**config.mk**
```make
export PLATFORM = sky130hd
export DESIGN_NAME = iterative_divider
export DESIGN_NICKNAME = d
export VERILOG_FILES = /design/src/rtl/iterative_divider.sv
export SDC_FILE = /design/constraint.sdc
export NUM_CORES = 1
export LEC_CHECK = 0
export CORE_ASPECT_RATIO = 0.9
export CORE_UTILIZATION = 40
export CTS_CLUSTER_DIAMETER = 100
export DETAILED_ROUTE_END_ITERATION = 10
export PLACE_DENSITY = 0.66
export SYNTH_ARGS = -nofsm -noshare
export SYNTH_HDL_FRONTEND = slang
export SYNTH_SLANG_ARGS = --single-unit
```
**constraint.sdc**
```tcl
create_clock -name clk -period 9.9 [get_ports clk]
set_input_delay 0.99 -clock clk [delete_from_list [all_inputs] [get_ports clk]]
set_output_delay 0.99 -clock clk [all_outputs]
set_load 0.01 [all_outputs]
```
**src/rtl/iterative_divider.sv**
```systemverilog
// Multi-cycle radix-2 restoring divider for DIV/DIVU in EXE.
// Holds the pipeline via o_stall and releases it in the single cycle the results are valid.
module iterative_divider (
    input  logic        clk,
    input  logic        resetn,
    input  logic        i_start,
    input  logic        i_is_signed,
    input  logic [31:0] i_dividend,
    input  logic [31:0] i_divisor,
    input  logic        i_flush,
    output logic        o_stall,
    output logic        o_busy,
    output logic        o_done,
    output logic [31:0] o_quotient,
    output logic [31:0] o_remainder
);

    typedef enum logic [1:0] {StIdle, StRun, StDone} state_e;

    state_e      state_q, state_d;
    logic [5:0]  count_q, count_d;
    // Partial remainder stays below the divisor, so bit 32 is only needed in rem_shift/trial.
    logic [31:0] rem_q, rem_d;
    logic [31:0] dvd_q, dvd_d;
    logic [31:0] dvs_q, dvs_d;
    logic [31:0] raw_q, raw_d;
    logic [31:0] quo_q, quo_d;
    logic [31:0] rmd_q, rmd_d;
    logic        q_sign_q, q_sign_d;
    logic        r_sign_q, r_sign_d;
    logic        div0_q, div0_d;

    logic [32:0] rem_shift;
    logic [32:0] trial;
    logic        q_bit;
    logic [31:0] rem_step;
    logic [31:0] quo_raw;
    logic        dvd_neg;
    logic        dvs_neg;

    always_comb begin
        state_d  = state_q;
        count_d  = count_q;
        rem_d    = rem_q;
        dvd_d    = dvd_q;
        dvs_d    = dvs_q;
        raw_d    = raw_q;
        quo_d    = quo_q;
        rmd_d    = rmd_q;
        q_sign_d = q_sign_q;
        r_sign_d = r_sign_q;
        div0_d   = div0_q;

        rem_shift = {1'b0, rem_q, dvd_q[31]};
        trial     = rem_shift - {1'b0, dvs_q};
        q_bit     = ~trial[32];
        rem_step  = q_bit ? trial[31:0] : rem_shift[31:0];
        quo_raw   = {dvd_q[30:0], q_bit};
        dvd_neg   = i_is_signed & i_dividend[31];
        dvs_neg   = i_is_signed & i_divisor[31];

        unique case (state_q)
            StIdle: begin
                if (i_start && !i_flush) begin
                    state_d  = StRun;
                    dvd_d    = dvd_neg ? (~i_dividend + 32'd1) : i_dividend;
                    dvs_d    = dvs_neg ? (~i_divisor + 32'd1) : i_divisor;
                    raw_d    = i_dividend;
                    q_sign_d = dvd_neg ^ dvs_neg;
                    r_sign_d = dvd_neg;
                    div0_d   = (i_divisor == 32'd0);
                    rem_d    = 32'd0;
                    count_d  = 6'd32;
                end
            end
            StRun: begin
                rem_d   = rem_step;
                dvd_d   = quo_raw;
                count_d = count_q - 6'd1;
                if (count_q == 6'd1) begin
                    state_d = StDone;
                    if (div0_q) begin
                        quo_d = 32'hFFFF_FFFF;
                        rmd_d = raw_q;
                    end else begin
                        quo_d = q_sign_q ? (~quo_raw + 32'd1) : quo_raw;
                        rmd_d = r_sign_q ? (~rem_step + 32'd1) : rem_step;
                    end
                end
            end
            StDone: begin
                state_d = StIdle;
            end
            default: begin
                state_d = StIdle;
            end
        endcase

        // Flush aborts from any state and must not disturb the published results.
        if (i_flush) begin
            state_d = StIdle;
            quo_d   = quo_q;
            rmd_d   = rmd_q;
        end
    end

    always_ff @(posedge clk or negedge resetn) begin
        if (!resetn) begin
            state_q  <= StIdle;
            count_q  <= 6'd0;
            rem_q    <= 32'd0;
            dvd_q    <= 32'd0;
            dvs_q    <= 32'd0;
            raw_q    <= 32'd0;
            quo_q    <= 32'd0;
            rmd_q    <= 32'd0;
            q_sign_q <= 1'b0;
            r_sign_q <= 1'b0;
            div0_q   <= 1'b0;
        end else begin
            state_q  <= state_d;
            count_q  <= count_d;
            rem_q    <= rem_d;
            dvd_q    <= dvd_d;
            dvs_q    <= dvs_d;
            raw_q    <= raw_d;
            quo_q    <= quo_d;
            rmd_q    <= rmd_d;
            q_sign_q <= q_sign_d;
            r_sign_q <= r_sign_d;
            div0_q   <= div0_d;
        end
    end

    assign o_busy      = (state_q == StRun);
    assign o_done      = (state_q == StDone) && !i_flush;
    assign o_stall     = ((state_q == StIdle) && i_start && !i_flush) || (state_q == StRun);
    assign o_quotient  = quo_q;
    assign o_remainder = rmd_q;

endmodule
```
==> summary.md <==
| Metric | Value |
|---|---|
| Post-synth EDFFs | 0 |
| RSZ-0062 raised after global routing | false |
| WP data required | between 10000 and 15000 ps |
| Dpl hpwl | 29.3 mm |
| Worst Path Max Fanout | 40 |
| Post-synth top area share | 0.377 |
| Synth Area in XOR/XNOR | 0.0851 |
| Initial Utilization | 0.408 |
| Sequential share of power | 0.266 |
| Primary FF master, synth | dfrtp_1 |
| Row Count | 63 |
| Sw Share | 0.462 |
| Post-route DRC violation count | 0 |
| Comb pwr share | 0.569 |
| Final Hold Viols | 0 |
| Avg WL per Cell | ~19 um |
| DR pass1 iterations | 5 |
| CTS HTree Levels | 1 |
| Final period util | 0.636 |
| Hold_buf cts | 0 |
| Synth Instances | 1608 |
| Yosys reg bits | slightly above 200 |
| Routed via count | roughly 12000 |
| Clock power frac | 0.165 |
| Simple-Gate Fraction of Synth Area | 0.191 |
| Vias per cell | 5.81 |
| Ys async rst share | 1.00 |
| Clock Latency Late Sink | ~540 ps |
| Status | completed |
| PwrDens | about 330 nW/um^2 |
| TritonCTS clock tree | built |
| Largest area contributor in the netlist | dfrtp_1 |
| Relative slew slack | 0.100 |
| Arrival time at the worst endpoint | 6760 ps |
| Gpl congestion | around 0.91 |
| Setup bufs post-CTS | 0 |
| Diode count | 0 |
| Clock Pin Slew Worst Setup and Hold Paths | approximately 60 ps |
| Fmax | between 150 and 200 MHz |
| Layout cells sized above 1 | 0.0522 |
| Max-Cap Viols | 0 |
| Total Die Area | roughly 34000 sq um |
| CTS Buffer Depth | 3 |
| HP Class | in -> async |
| Area contributors post-synth | dfrtp_1 38%, o21ai_0 6.8%, nand2_1 6.6%, xor2_1 5.4%, a21oi_1 3.9% |
| Period minus WS final | 6290 ps |
| P_leak | roughly 6.7 nW |
| Syn avg cell area | about 8.4 sq um |
| Top cells by count, synth | 237 x nand2_1, 203 x dfrtp_1, 184 x o21ai_0 |
| Max rail drop VDD | ~180 uV |
| Setup TNS | 0 ps |
| Largest family of logic cells by synthesized area | compound AO/OA/AOI/OAI gates |
| Vias in the first global route | roughly 12000 |
| Height of the die | about 180 um |
| Worst clock skew | between 15 and 20 ps |
| Cts bufs inserted | 25 |
| Worst slew pin tran | 1350 ps |
| Drt initial violations | approximately 1100 |
| Largest net degree at the start of global routing | 74 |
| Area growth syn-to-layout | 17.6% |
| Core region area | approximately 33000 sq um |
| Netlist Area Pre-Place | 13500 sq um |
| Yosys cell types | 85 |
| Power Total | approximately 5.3 mW |
| Global router's overall resource usage | 0.234 |
| Die Span X | 195 um |
| Crit path launch | dvd_q[31] |
| CP Launch Type | flop |
| Net Switching | 2.44 mW |
| Resized Gates After CTS | 0 |
| Clock Tree Root | clkbuf_16 |
| Synth Area in Adders | 0.0368 |
| Count leader, synth | nand2_1 |
| CTS Sinks | slightly above 200 |
| Critical path endpoint category | flop |
| # IOs | between 100 and 150 |
| Post-Syn Nets | about 1700 |
| Cell Int Power | roughly 2.8 mW |
| WS Path Type | reg -> reg |
| Final WS setup | about 3600 ps |
| Final wirelength | between 40 and 50 mm |
| # port buffers | ~140 |
| Setup WS pre-CTS | roughly 3700 ps |
| Initial antenna violation count | 0 |
| Crit Reg-Reg Startpoint | dvd_q[31] |
| Synth warn | 0 |
| Fin nets | 1794 |
| First-pass GRT wire length | 64.7 mm |
| Post-synthesis mux area share | 0.0278 |
| Final setup violation count | 0 |
| Post-synthesis compound-gate area fraction | 0.236 |
| Grt total ovfl | 0 |
| Post-synthesis sequential area ratio | 0.377 |
| Final instance area | between 15000 and 20000 sq um |
| Post-Place Cell Area | 15100 sq um |
| Slew Limit Fails | 0 |
| Routed Antenna Nets | 0 |
## cells in the final DEF (no fill, tap or decap), drive strengths merged, types with 29 or more instances in the layout
cell type	count
clkdlybuf4s50	134
xor2	83
o31ai	33
a22oi	30
ha	38
o21ai	196
dfrtp	203
nor2	111
clkbuf	37
nand2	237
nor3	29
a21oi	106
inv	59
xnor2	48
mux2i	34
## power by group through the flow
| stage | Sequential (mW) | Clock (mW) | Combinational (mW) |
|---|---|---|---|
| after detailed placement | 1.41 | 0 | 2.96 |
| final | 1.41 | 0.873 | 3.01 |
| after global routing | 1.45 | 0.924 | 3.31 |
| after floorplan | 1.38 | 0 | 2.01 |
| after global placement | 1.41 | 0 | 2.93 |
| after CTS | 1.40 | 0.889 | 2.98 |
## stage by stage
step / instances / utilization / hold WS, ps
final: 2127 / 0.480 / 435
after detailed placement: 2081 / 0.456 / 463
after global routing: 2127 / 0.480 / 478
after floorplan: 1608 / - / 438
after global placement: 2081 / 0.456 / 457
after CTS: 2127 / 0.480 / 456
## routing by layer
layer / up-vias / track usage / share of wire
li1: 5945 / - / -
met1: 5995 / 0.335 / 0.47
met2: 359 / 0.376 / 0.46
met3: 56 / 0.0250 / 0.050
met4: 0 / 0.0584 / 0.020
met5: - / 0 / 0
## worst paths after layout
path,endpoint,slack (ps),cells past startpoint
hold / removal,count_q[3],430,1
min in group clk,dvs_q[28],480,2
hold reg to reg,dvs_q[28],480,2
setup / recovery,o_remainder[28],3610,19
setup reg to reg,o_remainder[28],3610,19
max in group asynchronous,div0_q,7990,2
## critical path: stages (launching register included)
cell	delay, ps
dfrtp_1	430
inv_1	80
ha_1	180
inv_1	60
fa_1	430
a211oi_2	270
o211ai_2	180
a211oi_4	390
nor4_4	110
nor3_2	840
nor2_4	30
inv_2	540
mux2i_1	370
ha_1	310
nor4b_1	410
mux2i_1	160
or3b_1	590
o31a_1	350
or3_1	360
o21ai_1	110
## cells by family after synthesis
family	count (synthesis)
AO/OA/AOI/OAI	503
buffers and inverters	153
adder cells (fa/ha/maj)	39
XOR/XNOR	131
multiplexers	37
flip-flops	203
AND/OR/NAND/NOR	542
## registers in the layout, summed over array words and instances, names as in the netlist
register / count
count_q: 6
div0_q: 1
dvd_q: 32
dvs_q: 32
o_quotient: 32
o_remainder: 32
q_sign_q: 1
r_sign_q: 1
raw_q: 32
rem_q: 32
state_q: 2
## layout make-up
class	instances	area, sq um
Clock buffer	36	717
Clock inverter	10	65.1
Fill cell	3240	17200
Inverter	58	218
Multi-Input combinational cell	1252	7800
Sequential cell	203	5080
Tap cell	422	528
Timing Repair Buffer	146	1440
No activity file was read; power rests on OpenSTA's default activity.
